File: src/rtl/arb_pkg.sv
// rtl/arb_pkg.sv - shared defaults, index type and output-register states for the round-robin arbiter
package arb_pkg;
    localparam int NUM_REQ_DEF = 4;
    localparam int DATA_W_DEF  = 32;
    localparam int REQ_IDX_W   = $clog2(NUM_REQ_DEF);

    typedef logic [REQ_IDX_W-1:0] req_idx_t;

    typedef enum logic {
        ST_EMPTY = 1'b0,
        ST_FULL  = 1'b1
    } out_state_t;
endpackage

File: src/rtl/rr_pick.sv
// rtl/rr_pick.sv - combinational round-robin winner search starting at ptr, wrapping to 0
module rr_pick
    import arb_pkg::*;
#(
    parameter int NUM_REQ = NUM_REQ_DEF,
    parameter int IDW     = $clog2(NUM_REQ)
) (
    input  logic [NUM_REQ-1:0] req,
    input  logic [IDW-1:0]     ptr,
    output logic [IDW-1:0]     winner,
    output logic               any
);

    logic [IDW-1:0] idx;

    always_comb begin
        winner = '0;
        any    = 1'b0;
        idx    = '0;
        for (int i = 0; i < NUM_REQ; i++) begin
            idx = IDW'((32'(ptr) + 32'(i)) % 32'(NUM_REQ));
            if (!any && req[idx]) begin
                any    = 1'b1;
                winner = idx;
            end
        end
    end

endmodule

File: src/rtl/reg_rr_arbiter.sv
// rtl/reg_rr_arbiter.sv - round-robin N:1 arbiter with a registered output stage
// Optional: REG_RR_ARBITER_PRIO0_EN gives requester 0 strict priority over the round-robin group.
module reg_rr_arbiter
    import arb_pkg::*;
#(
    parameter int NUM_REQ = NUM_REQ_DEF,
    parameter int DATA_W  = DATA_W_DEF
) (
    input  logic                      clk,
    input  logic                      rst,
    input  logic [NUM_REQ-1:0]        req_valid,
    input  logic [NUM_REQ*DATA_W-1:0] req_data,
    output logic [NUM_REQ-1:0]        req_ready,
    output logic                      out_valid,
    output logic [DATA_W-1:0]         out_data,
    output logic [$clog2(NUM_REQ)-1:0] out_id,
    input  logic                      out_ready
);

    localparam int IDW = $clog2(NUM_REQ);

    out_state_t         state;
    logic [IDW-1:0]     ptr;
    logic [IDW-1:0]     next_ptr;
    logic [NUM_REQ-1:0] pick_mask;
    logic [IDW-1:0]     pick_winner;
    logic               pick_any;
    logic [IDW-1:0]     winner;
    logic               any;
    logic               load;
    logic               ptr_upd;
    logic [DATA_W-1:0]  win_data;

`ifdef REG_RR_ARBITER_PRIO0_EN
    // Requester 0 bypasses the rotation; the pointer only tracks wins among 1..N-1.
    assign pick_mask = {req_valid[NUM_REQ-1:1], 1'b0};
    assign winner    = req_valid[0] ? '0 : pick_winner;
    assign any       = req_valid[0] | pick_any;
    assign ptr_upd   = load && (winner != '0);
`else
    assign pick_mask = req_valid;
    assign winner    = pick_winner;
    assign any       = pick_any;
    assign ptr_upd   = load;
`endif

    rr_pick #(
        .NUM_REQ (NUM_REQ),
        .IDW     (IDW)
    ) u_pick (
        .req     (pick_mask),
        .ptr     (ptr),
        .winner  (pick_winner),
        .any     (pick_any)
    );

    assign load      = !rst && ((state == ST_EMPTY) || out_ready) && any;
    assign req_ready = load ? (NUM_REQ'(1) << winner) : '0;
    assign next_ptr  = (winner == IDW'(NUM_REQ - 1)) ? '0 : winner + 1'b1;

    always_comb begin
        win_data = '0;
        for (int i = 0; i < NUM_REQ; i++) begin
            if (winner == IDW'(i)) begin
                win_data = req_data[i*DATA_W +: DATA_W];
            end
        end
    end

    always_ff @(posedge clk) begin
        if (rst) begin
            state     <= ST_EMPTY;
            out_valid <= 1'b0;
            out_data  <= '0;
            out_id    <= '0;
        end else if (load) begin
            // Covers both the empty fill and the drain-and-refill case.
            state     <= ST_FULL;
            out_valid <= 1'b1;
            out_data  <= win_data;
            out_id    <= winner;
        end else if ((state == ST_FULL) && out_ready) begin
            state     <= ST_EMPTY;
            out_valid <= 1'b0;
        end
    end

    always_ff @(posedge clk) begin
        if (rst) begin
            ptr <= '0;
        end else if (ptr_upd) begin
            ptr <= next_ptr;
        end
    end

endmodule

File: config.mk
export PLATFORM = sky130hd
export DESIGN_NAME = reg_rr_arbiter
export DESIGN_NICKNAME = d
export VERILOG_FILES = /design/src/rtl/arb_pkg.sv /design/src/rtl/rr_pick.sv /design/src/rtl/reg_rr_arbiter.sv
export SDC_FILE = /design/constraint.sdc
export NUM_CORES = 1
export LEC_CHECK = 0
export BUFFER_PORTS_ARGS = -buffer_cell sky130_fd_sc_hd__buf_2
export CORE_MARGIN = 2
export CORE_UTILIZATION = 46
export CTS_BUF_LIST = sky130_fd_sc_hd__clkbuf_8
export DETAILED_ROUTE_END_ITERATION = 8
export GPL_ROUTABILITY_DRIVEN = 1
export HOLD_SLACK_MARGIN = 0.08
export PLACE_DENSITY = 0.91
export SLEW_MARGIN = 20
export SYNTH_ARGS = -nofsm -noshare
export SYNTH_HDL_FRONTEND = slang
export SYNTH_SLANG_ARGS = --single-unit
File: constraint.sdc
create_clock -name clk -period 6.3 [get_ports clk]
set_input_delay 0.63 -clock clk [delete_from_list [all_inputs] [get_ports clk]]
set_output_delay 0.63 -clock clk [all_outputs]
set_load 0.05 [all_outputs]
* Word level (Yosys, flattened, before mapping)
Index checks and enable logic that the tools add are counted.
Storage, ports and cells: register bits 37, input port bits 135, output and inout port bits 39, logic and storage cells 54
Operators by class: $add $sub $neg 4, magnitude comparators 4, equal/unequal tests 3, shift-type cells 1, muxes and demuxes 24, bitwise operators 1, reductions and logical operators 13
Operator list (count):
- 32-bit two-way mux | 4
- 2-bit by 3-bit < comparator with 1-bit output (second input constant) | 4
- 1-bit two-way mux | 10
- 2-bit two-way mux | 5
- 1-bit binary-select mux with 2-bit select | 4
- 1-bit logical AND | 6
- 2-bit by 1-bit adder with 2-bit output (second input constant) | 2
- 2-bit adder (second input constant) | 2
- 2-bit == test (second input constant) | 2
- 1-bit logical NOT | 4
- 4-bit two-way mux | 1
- 1-bit by 2-bit << shifter with 4-bit output (first input constant) | 1
- 2-bit by 1-bit == test with 1-bit output (second input constant) | 1
- 2-bit logical NOT | 1
- 2-bit nonzero test | 1
- 1-bit logical OR | 1
- 1-bit NOT | 1

* Longest topological paths before layout
Gate-level depths: netlist (run 1).
depth after elaboration 17, depth in mapped cells 11, gate-level depth less buffers 9

* Hierarchy
Synthesis (run 1) repeated with hierarchy kept, for this count alone.
Unflattened totals: cell total of the unflattened synthesis 278, area total of the unflattened synthesis 2513.7 sq um
Modules (own cells, without submodules):
- reg_rr_arbiter | instances 1, cells an instance 263, area each 2436.1 sq um, sequential area each 740.7 sq um
- rr_pick | instances 1, cells an instance 15, area each 77.6 sq um, sequential area each 0.0 sq um

* Worst setup path before layout (run 1)
OpenSTA, ideal clock, no wires.
path kind in2out, start input req_valid[2], end output req_ready[3], data arrival time 2.460 ns, required time 5.670 ns, setup slack 3.210 ns, stages 8, buffers on the path 2, path through nor2b_1 a21o_1 a221o_1 nor2_1 ha_1 clkbuf_1 buf_4 and2_1
On the way: longest elaborated chain between the ends 14, elaborated cells on any way between the ends 25, those cells by class shift (1); mux (17); reduce/logical (7)
Ends and longest elaborated chain:
- start: declaration | RTL line reg_rr_arbiter.sv:11 | input logic [NUM_REQ-1:0] req_valid,
- 1-bit binary-select mux with 2-bit select | RTL line rr_pick.sv:22 | if (!any && req[idx]) begin
- 1-bit two-way mux (implied by the code) | RTL line rr_pick.sv:22
- 1-bit two-way mux | RTL line rr_pick.sv:22
- 1-bit logical NOT | RTL line rr_pick.sv:22
- 1-bit logical AND | RTL line rr_pick.sv:22
- 1-bit two-way mux | RTL line rr_pick.sv:22
- 1-bit logical NOT | RTL line rr_pick.sv:22
- 1-bit logical AND | RTL line rr_pick.sv:22
- 1-bit two-way mux | RTL line rr_pick.sv:22
- 1-bit logical NOT | RTL line rr_pick.sv:22
- 1-bit logical AND | RTL line rr_pick.sv:22
- 2-bit two-way mux * | RTL line rr_pick.sv:22
- net pick_winner[0] | RTL line reg_rr_arbiter.sv:26 | logic [IDW-1:0] pick_winner;
- 1-bit by 2-bit << shifter with 4-bit output * | RTL line reg_rr_arbiter.sv:58 | assign req_ready = load ? (NUM_REQ'(1) << winner) : '0;
- 4-bit two-way mux * | RTL line reg_rr_arbiter.sv:58
- end: declaration | RTL line reg_rr_arbiter.sv:13 | output logic [NUM_REQ-1:0] req_ready,
Mark *: on every way through the listed nets, which the timed path passes. The rest lies on a longest branch. The select of a mux whose other input is x is not followed.

* Final worst setup path (run 1)
start input req_valid[0], end output req_ready[2]
On the way: longest elaborated chain between the ends 14, elaborated cells on any way between the ends 25, those cells by class shift (1); mux (17); reduce/logical (7)
Ends and longest elaborated chain (RTL line):
- 1-bit binary-select mux with 2-bit select | rr_pick.sv:22
- 1-bit two-way mux (implied by the code) | rr_pick.sv:22
- 1-bit two-way mux | rr_pick.sv:22
- 1-bit logical NOT | rr_pick.sv:22
- 1-bit logical AND | rr_pick.sv:22
- 1-bit two-way mux | rr_pick.sv:22
- 1-bit logical NOT | rr_pick.sv:22
- 1-bit logical AND | rr_pick.sv:22
- 1-bit two-way mux | rr_pick.sv:22
- 1-bit logical NOT | rr_pick.sv:22
- 1-bit logical AND | rr_pick.sv:22
- 2-bit two-way mux or 1-bit two-way mux (tied branches) | rr_pick.sv:22
- 1-bit by 2-bit << shifter with 4-bit output or 1-bit logical AND (tied branches) | reg_rr_arbiter.sv:58, reg_rr_arbiter.sv:57
- 4-bit two-way mux * | reg_rr_arbiter.sv:58
Mark *: on every way between the ends. The rest lies on a longest branch, timed or not. The select of a mux whose other input is x is not followed.

==> results.md, run 1 <==
* Horiz. Die Dim at between 70 and 80 um
* Worst-path clk slew at around 0.070 ns
* CTS buffer count at 5
* Hold-fix buffers at CTS at 0
* Drt drc at 0
* Antenna Nets Post-Route at 0
* Pins Over Slew Limit at 0
* Syn avg cell area at between 8 and 9 um2
* First-pass DRT Iterations at 4
* Most common flop cell mapped by yosys: dfxtp_1
* Die height at around 77 um
* P per Cell Area at roughly 350 mW/mm2
* Post-Route WL at 7610 um
* Cell Rows at 26
* Post-CTS Resized at 0
* Peak supply drop at slightly above 0.2 mV
* Tmin final at 3.52 ns
* Hold Path Sink: out_id[0]
* Reg2reg path depth at 11
* Cells after DPL at ~520
* CP Class: in2out
* Setup violators final at 0
* DR WL/cell at around 14 um
* Yosys top cell by area: dfxtp_1
* Setup TNS at 0 ns
* Final Power at 1170 uW
* PortBufs at approximately 170
* Register area at roughly 740 um2
* Area Overhead vs Synth at 37.9%
* Antenna violations before repair at 0
* Syn nets at approximately 440
* Hold Path Depth at 2
* Leakage power at 0.00173 uW
* Worst-Margin Slew at 1.03 ns
* Final Net Count at ~590
* R2R Path Start: ptr[0]
* Maxcap violations at 0
* Async set-reset flop share out of synthesis at 0%
* Footprint of the multi-input gates at roughly 0.0014 mm2
* I/O pin total at around 170
* Grt ovf at 0
* CORE AREA at between 0.005 and 0.006 mm2
* Main area contributors after synthesis: dfxtp_1 30%, a21oi_1 14%, a221oi_1 11%
* Fin crit share at roughly 56%
* Layout Skew at about 0.0027 ns
* Final-report hold violation count at 0
* Synthesized area at 0.00245 mm2
* Sinks on Clock Net at 37
* CP arrival at about 2.9 ns
* CP Capture Type: output port
* Worst Path Required at around 5.7 ns
* Worst Hold Class: reg2reg
* Vias in the first global route at around 2,700
* Max Buffers Root-to-Sink at 2
* Status: finished clean
* Root Driver: clkbuf_8
* Max H-tree Level at 2
* Synthesized instance count at between 300 and 400
* DRT iter0 DRCs at just under 100
* Vias at just under 3,000
* Synth warnings at 0
* Fin util at around two thirds
* Yosys cell types at 32
* Gpl congestion at between 0.8 and 0.9
* Max-slew headroom at a little under a third
* Synth top area share at about 30%
* Starting density of the core at between 40% and 50%
* Critical R2R Capture: out_data[14]
* Worst reg2reg setup slack at around 3.3 ns
* Layout Cells excl Fill at 526
* Largest net degree at the start of global routing at 65
* Dpl hpwl at 5480 um
* Fillers at between 400 and 500
* Worst hold slack at 0.481 ns
* TritonCTS clock tree: built
* Share of cells above drive strength 1 at 48.2%
* Vias per cell at roughly 5.6
* Post-synth EDFFs at 0
* Hold path startpoint: out_id[0]
* Synthesized flop and latch total at 37
* First-pass GRT wire length at between 10,000 and 15,000 um
* # diodes at 0
* Die area at slightly below 0.006 mm2
* # Post-CTS Setup Buffers at 0
* Startpoint types: input pin
* Clk_lat worst skew at 0.28 ns
* Gr usage total at about 24%
* RSZ-0062 raised after global routing: no
* CP max FO at 33
* Post-synthesis sequential area ratio at between 30 and 40%
* Max Fclk at between 200 and 300 MHz
-- worst max path at each step --
stage,startpoint,endpoint,slack (ns)
floorplan,req_valid[2],req_ready[3],3.21
global placement,req_valid[0],req_ready[2],2.84
detailed placement,req_valid[0],req_ready[2],2.79
CTS,req_valid[0],req_ready[2],2.78
global route,req_valid[0],req_ready[2],2.58
finish,req_valid[0],req_ready[2],2.78
-- placed cells by master, fill, tap and decap left out, types with 3 or more instances in the layout --
master,synthesis,final
inv_1,34,35
nor2_1,4,4
a211o_1,31,31
nand2_1,3,3
clkbuf_8,0,5
and2_1,4,4
a21oi_2,28,28
buf_4,1,5
buf_2,10,173
a221oi_1,32,32
nor2b_1,4,4
nand3_1,3,3
a21oi_1,70,70
dfxtp_1,37,37
-- final cells by class --
class                           count  area share, %
Inverter                           35           3.89
Sequential cell                    37           22.0
Clock inverter                      3          0.408
Tap cell                           70           2.60
Clock buffer                        5           2.04
Timing Repair Buffer              178           26.8
Multi-Input combinational cell    198           42.3
-- critical path, cell delays in order --
cell and delay (ns):
buf_2 0.13, or2b_1 0.25, a21oi_1 0.13, a221o_1 0.18
or2_2 0.15, ha_2 0.57, buf_4 0.41, and2_1 0.17
buf_2 0.26
-- registers in the layout (all words and copies together) (netlist names) --
name	count
state	1
out_data	32
ptr	2
out_id	2
-- cells in the mapped netlist, drive strengths merged, types with 3 or more instances --
cell type	number
a21oi	98
dfxtp	37
inv	34
a221oi	32
a211o	31
buf	16
clkbuf	16
nor2b	5
and2	4
ha	4
nor2	4
o21ai	4
nand2	3
nand3	3
-- power breakdown --
| group | leakage [uW] | switching [uW] | internal (uW) |
|---|---|---|---|
| Combinational | 0.00137 | 451 | 244 |
| Clock | 0.0000491 | 83.2 | 75.1 |
| Sequential | 0.000311 | 27.6 | 287 |
| Total | 0.00173 | 562 | 606 |
-- stage by stage --
stage / setup slack (ns) / cell area (um2)
detailed placement: 2.79 / 3280
floorplan: 3.21 / 2450
global route: 2.58 / 3370
global placement: 2.84 / 3280
CTS: 2.78 / 3370
finish: 2.78 / 3370
-- routing by layer --
metal	vias to the layer above	GRT usage (%)	part of all wire (%)
met2	144	46.3	53
met4	0	6.00	0.58
met3	4	4.82	7.4
li1	1422	-	-
met1	1363	27.4	39
met5	-	0	0
-- cells by family (layout without fill, tap and decap cells) --
| family | after synthesis | in the layout | synth area share [%] |
|---|---|---|---|
| AO/OA/AOI/OAI | 169 | 169 | 49.2 |
| buffers and inverters | 67 | 221 | 12.0 |
| flip-flops | 37 | 37 | 30.3 |
| AND/OR/NAND/NOR | 25 | 25 | 6.44 |
| adder cells (fa/ha/maj) | 4 | 4 | 2.05 |
Power figures use the tool's default switching activity.
==> run 2, diff against run 1 <==
--- a/config.mk
+++ b/config.mk
@@ -7,12 +7,12 @@
 export LEC_CHECK = 0
 export BUFFER_PORTS_ARGS = -buffer_cell sky130_fd_sc_hd__buf_2
 export CORE_MARGIN = 2
-export CORE_UTILIZATION = 46
+export CORE_UTILIZATION = 38
 export CTS_BUF_LIST = sky130_fd_sc_hd__clkbuf_8
 export DETAILED_ROUTE_END_ITERATION = 8
 export GPL_ROUTABILITY_DRIVEN = 1
 export HOLD_SLACK_MARGIN = 0.08
-export PLACE_DENSITY = 0.91
+export PLACE_DENSITY = 0.8
 export SLEW_MARGIN = 20
 export SYNTH_ARGS = -nofsm -noshare
 export SYNTH_HDL_FRONTEND = slang
==> constraint.sdc (replaced) <==
create_clock -name clk -period 3 [get_ports clk]
set_input_delay 0.3 -clock clk [delete_from_list [all_inputs] [get_ports clk]]
set_output_delay 0.3 -clock clk [all_outputs]
set_load 0.05 [all_outputs]
==> run 2 against run 1 <==
Critical path depth is 1 lower; worst hold slack worse by 0.26 ns; clock skew is 0.0058 ns higher; cell area is 2.0% higher; clock power is 140% higher; total power is 120% higher; cell count is 2.1% higher; sequential power is 110% higher; sequential share of layout area is 0.44 points lower; register-to-register slack worse by 2.9 ns; critical endpoint is now req_ready[1].
==> results.md, run 2 (same netlist as run 1, synthesis figures left out) <==
* Fillers at 606 (was 438)
* Peak supply drop at 0.327 mV (was 0.205 mV)
* CP Capture Type: output port (unchanged)
* Startpoint types: flip-flop (was input pin)
* TritonCTS clock tree: built (unchanged)
* Max Buffers Root-to-Sink at 2 (unchanged)
* Design Area, Final at 0.00344 mm2 (was 0.00337 mm2)
* Die area at 0.00709 mm2 (was 0.00592 mm2)
* Maxcap violations at 0 (unchanged)
* Clock power share at 15.2% (was 13.6%)
* Area post-placement at 0.00334 mm2 (was 0.00328 mm2)
* Net switching power at 1190 uW (was 562 uW)
* Largest regs: out_data (32), out_id (2), ptr (2) (unchanged)
* DR WL/cell at 14.9 um (was 14.5 um)
* CP arrival at 2.45 ns (was 2.89 ns)
* Die height at 84.2 um (was 76.9 um)
* Final-report hold violation count at 0 (unchanged)
* CP Class: reg2out (was in2out)
* Worst reg2reg setup slack at 0.41 ns (was 3.29 ns)
* Post-Route WL at 7990 um (was 7610 um)
* Worst-Margin Slew at 0.537 ns (was 1.03 ns)
* # diodes at 0 (unchanged)
* Antenna violations before repair at 0 (unchanged)
* Top reg by flops: out_data (unchanged)
* Area Overhead vs Synth at 40.7% (was 37.9%)
* Tmin final at approximately 2.8 ns
* Vias per cell at 5.46 (was 5.58)
* P per Cell Area at 737 mW/mm2 (was 346 mW/mm2)
* Reg2reg path depth at 10 (was 11)
* Dpl hpwl at 5680 um (was 5480 um)
* Setup violators final at 0 (unchanged)
* Starting density of the core at 39.0% (was 47.9%)
* Clk_lat worst skew at 0.28 ns (about the same)
* Gr usage total at 21.5% (was 24.3%)
* Drt drc at 0 (unchanged)
* Combinational fraction of design power at 58.7% (was 59.5%)
* Pins Over Slew Limit at 0 (unchanged)
* Share of cells above drive strength 1 at 48.9% (was 48.2%)
* Sequential power share at 26.1% (was 26.9%)
* Internal cell power at 1350 uW (was 606 uW)
* Grt ovf at 0 (unchanged)
* Worst Path Required at 2.70 ns (was 5.67 ns)
* Status: finished clean (unchanged)
* PortBufs at 173 (unchanged)
* Hold Path Depth at 2 (unchanged)
* Most frequent cells in the layout: 173 x buf_2, 70 x a21oi_1, 37 x dfxtp_1 (unchanged)
* Hold path startpoint: rst (was out_id[0])
* Critical R2R Capture: out_data[20] (was out_data[14])
* Cell Rows at 29 (was 26)
* Worst Hold Class: in2reg (was reg2reg)
* First-pass GRT wire length at 12,700 um (was 11,900 um)
* Hold Path Sink: state (was out_id[0])
* RSZ-0062 raised after global routing: no (unchanged)
* Vias in the first global route at 2,833 (was 2,720)
* Gpl congestion at 0.870 (was 0.844)
* I/O pin total at 174 (unchanged)
* Sw Share at 47.0% (was 48.1%)
* Layout Skew at 0.00847 ns (was 0.00269 ns)
* Largest register FFs at 32 (unchanged)
* Max-slew headroom at 64.2% (was 30.6%)
* Final Power at 2540 uW (was 1170 uW)
* DRT iter0 DRCs at 116 (was 98)
* Leakage power at 0.00176 uW (was 0.00173 uW)
* Setup TNS at 0 ns (unchanged)
* Root Driver: clkbuf_8 (unchanged)
* Largest net degree at the start of global routing at 55 (was 65)
* Commonest non-fill, non-tap cell in the layout: buf_2 (unchanged)
* Final Net Count at 598 (was 594)
* First-pass DRT Iterations at 4 (unchanged)
* Max Fclk at roughly 360 MHz
* Vias at 2,933 (unchanged)
* Fin crit share at 91.7%
* Sinks on Clock Net at 37 (unchanged)
* Horiz. Die Dim at 84.2 um (was 76.9 um)
* Max H-tree Level at 2 (unchanged)
* Worst-path clk slew at 0.08 ns (was 0.07 ns)
* CP max FO at 34 (was 33)
* CTS buffer count at 5 (unchanged)
* Worst hold slack at 0.224 ns (was 0.481 ns)
* CORE AREA at 0.00628 mm2 (was 0.00511 mm2)
* Hold-fix buffers at CTS at 0 (unchanged)
* R2R Path Start: ptr[0] (unchanged)
* Antenna Nets Post-Route at 0 (unchanged)
run 2: cell count changes in the layout (fill, tap and decap cells not counted):
cell and delta:
buf_12 +1, buf_4 +3, clkbuf_8 +2, clkinv_2 -1, inv_1 -1, nor2b_2 -1
nor2b_4 +1, nor3_2 +1, nor3_4 -1
run 2: repair_timing:
item	CTS	global route
resized for setup	0	1
setup endpoints to repair	0	13
endpoints found under the hold margin	0	0
setup buffers	0	0
run 2: per-stage QoR:
step | setup slack [ns] | util, % | cells
global placement | 0.103 | 53.1 | 529
finish | 0.250 | 54.8 | 537
global route | 0.0756 | 54.8 | 537
detailed placement | -0.0189 | 53.1 | 529
CTS | 0.0948 | 54.8 | 537
floorplan | 0.570 | - | 302
run 2: worst max-delay path by stage:
stage                            start           end
after detailed placement  req_valid[0]  out_data[12]
after CTS                       ptr[0]  out_data[20]
after global routing            ptr[0]  req_ready[1]
final                           ptr[0]  req_ready[1]
after floorplan           req_valid[2]  req_ready[3]
after global placement    req_valid[0]  out_data[18]
run 2: power by group through the flow:
| stage | sequential (uW) | combinational (uW) | clock [uW] |
|---|---|---|---|
| finish | 662 | 1490 | 386 |
| global route | 675 | 1610 | 428 |
| CTS | 662 | 1490 | 403 |
| detailed placement | 672 | 1490 | 0 |
| global placement | 669 | 1450 | 0 |
| floorplan | 1030 | 775 | 0 |
run 2: worst max-delay path, cell delays in order, from the launching register on:
cell	delay (ns)
dfxtp_1	0.37
nor2b_1	0.07
a21o_1	0.15
a221o_1	0.34
nor2_1	0.18
ha_1	0.24
buf_4	0.38
and2_1	0.18
buf_2	0.25
run 2: area by class of cell:
type                       count  area, um2  share of cell area (%)
sequential                    37        741                    21.5
clock inverter                 1       5.00                   0.145
tap                           77       96.3                    2.80
inverter                      35        131                    3.82
clock buffer                   7       96.3                    2.80
timing repair buffer         182        946                    27.5
multi-input combinational    198       1430                    41.4
run 2: per-layer routing:
metal / GRT usage (%) / share of wire, % / wire (um)
met5: 0 / 0 / 0
met2: 38.5 / 51 / 4090
met3: 4.72 / 7.3 / 582
met1: 25.8 / 40 / 3220
met4: 6.30 / 1.3 / 102
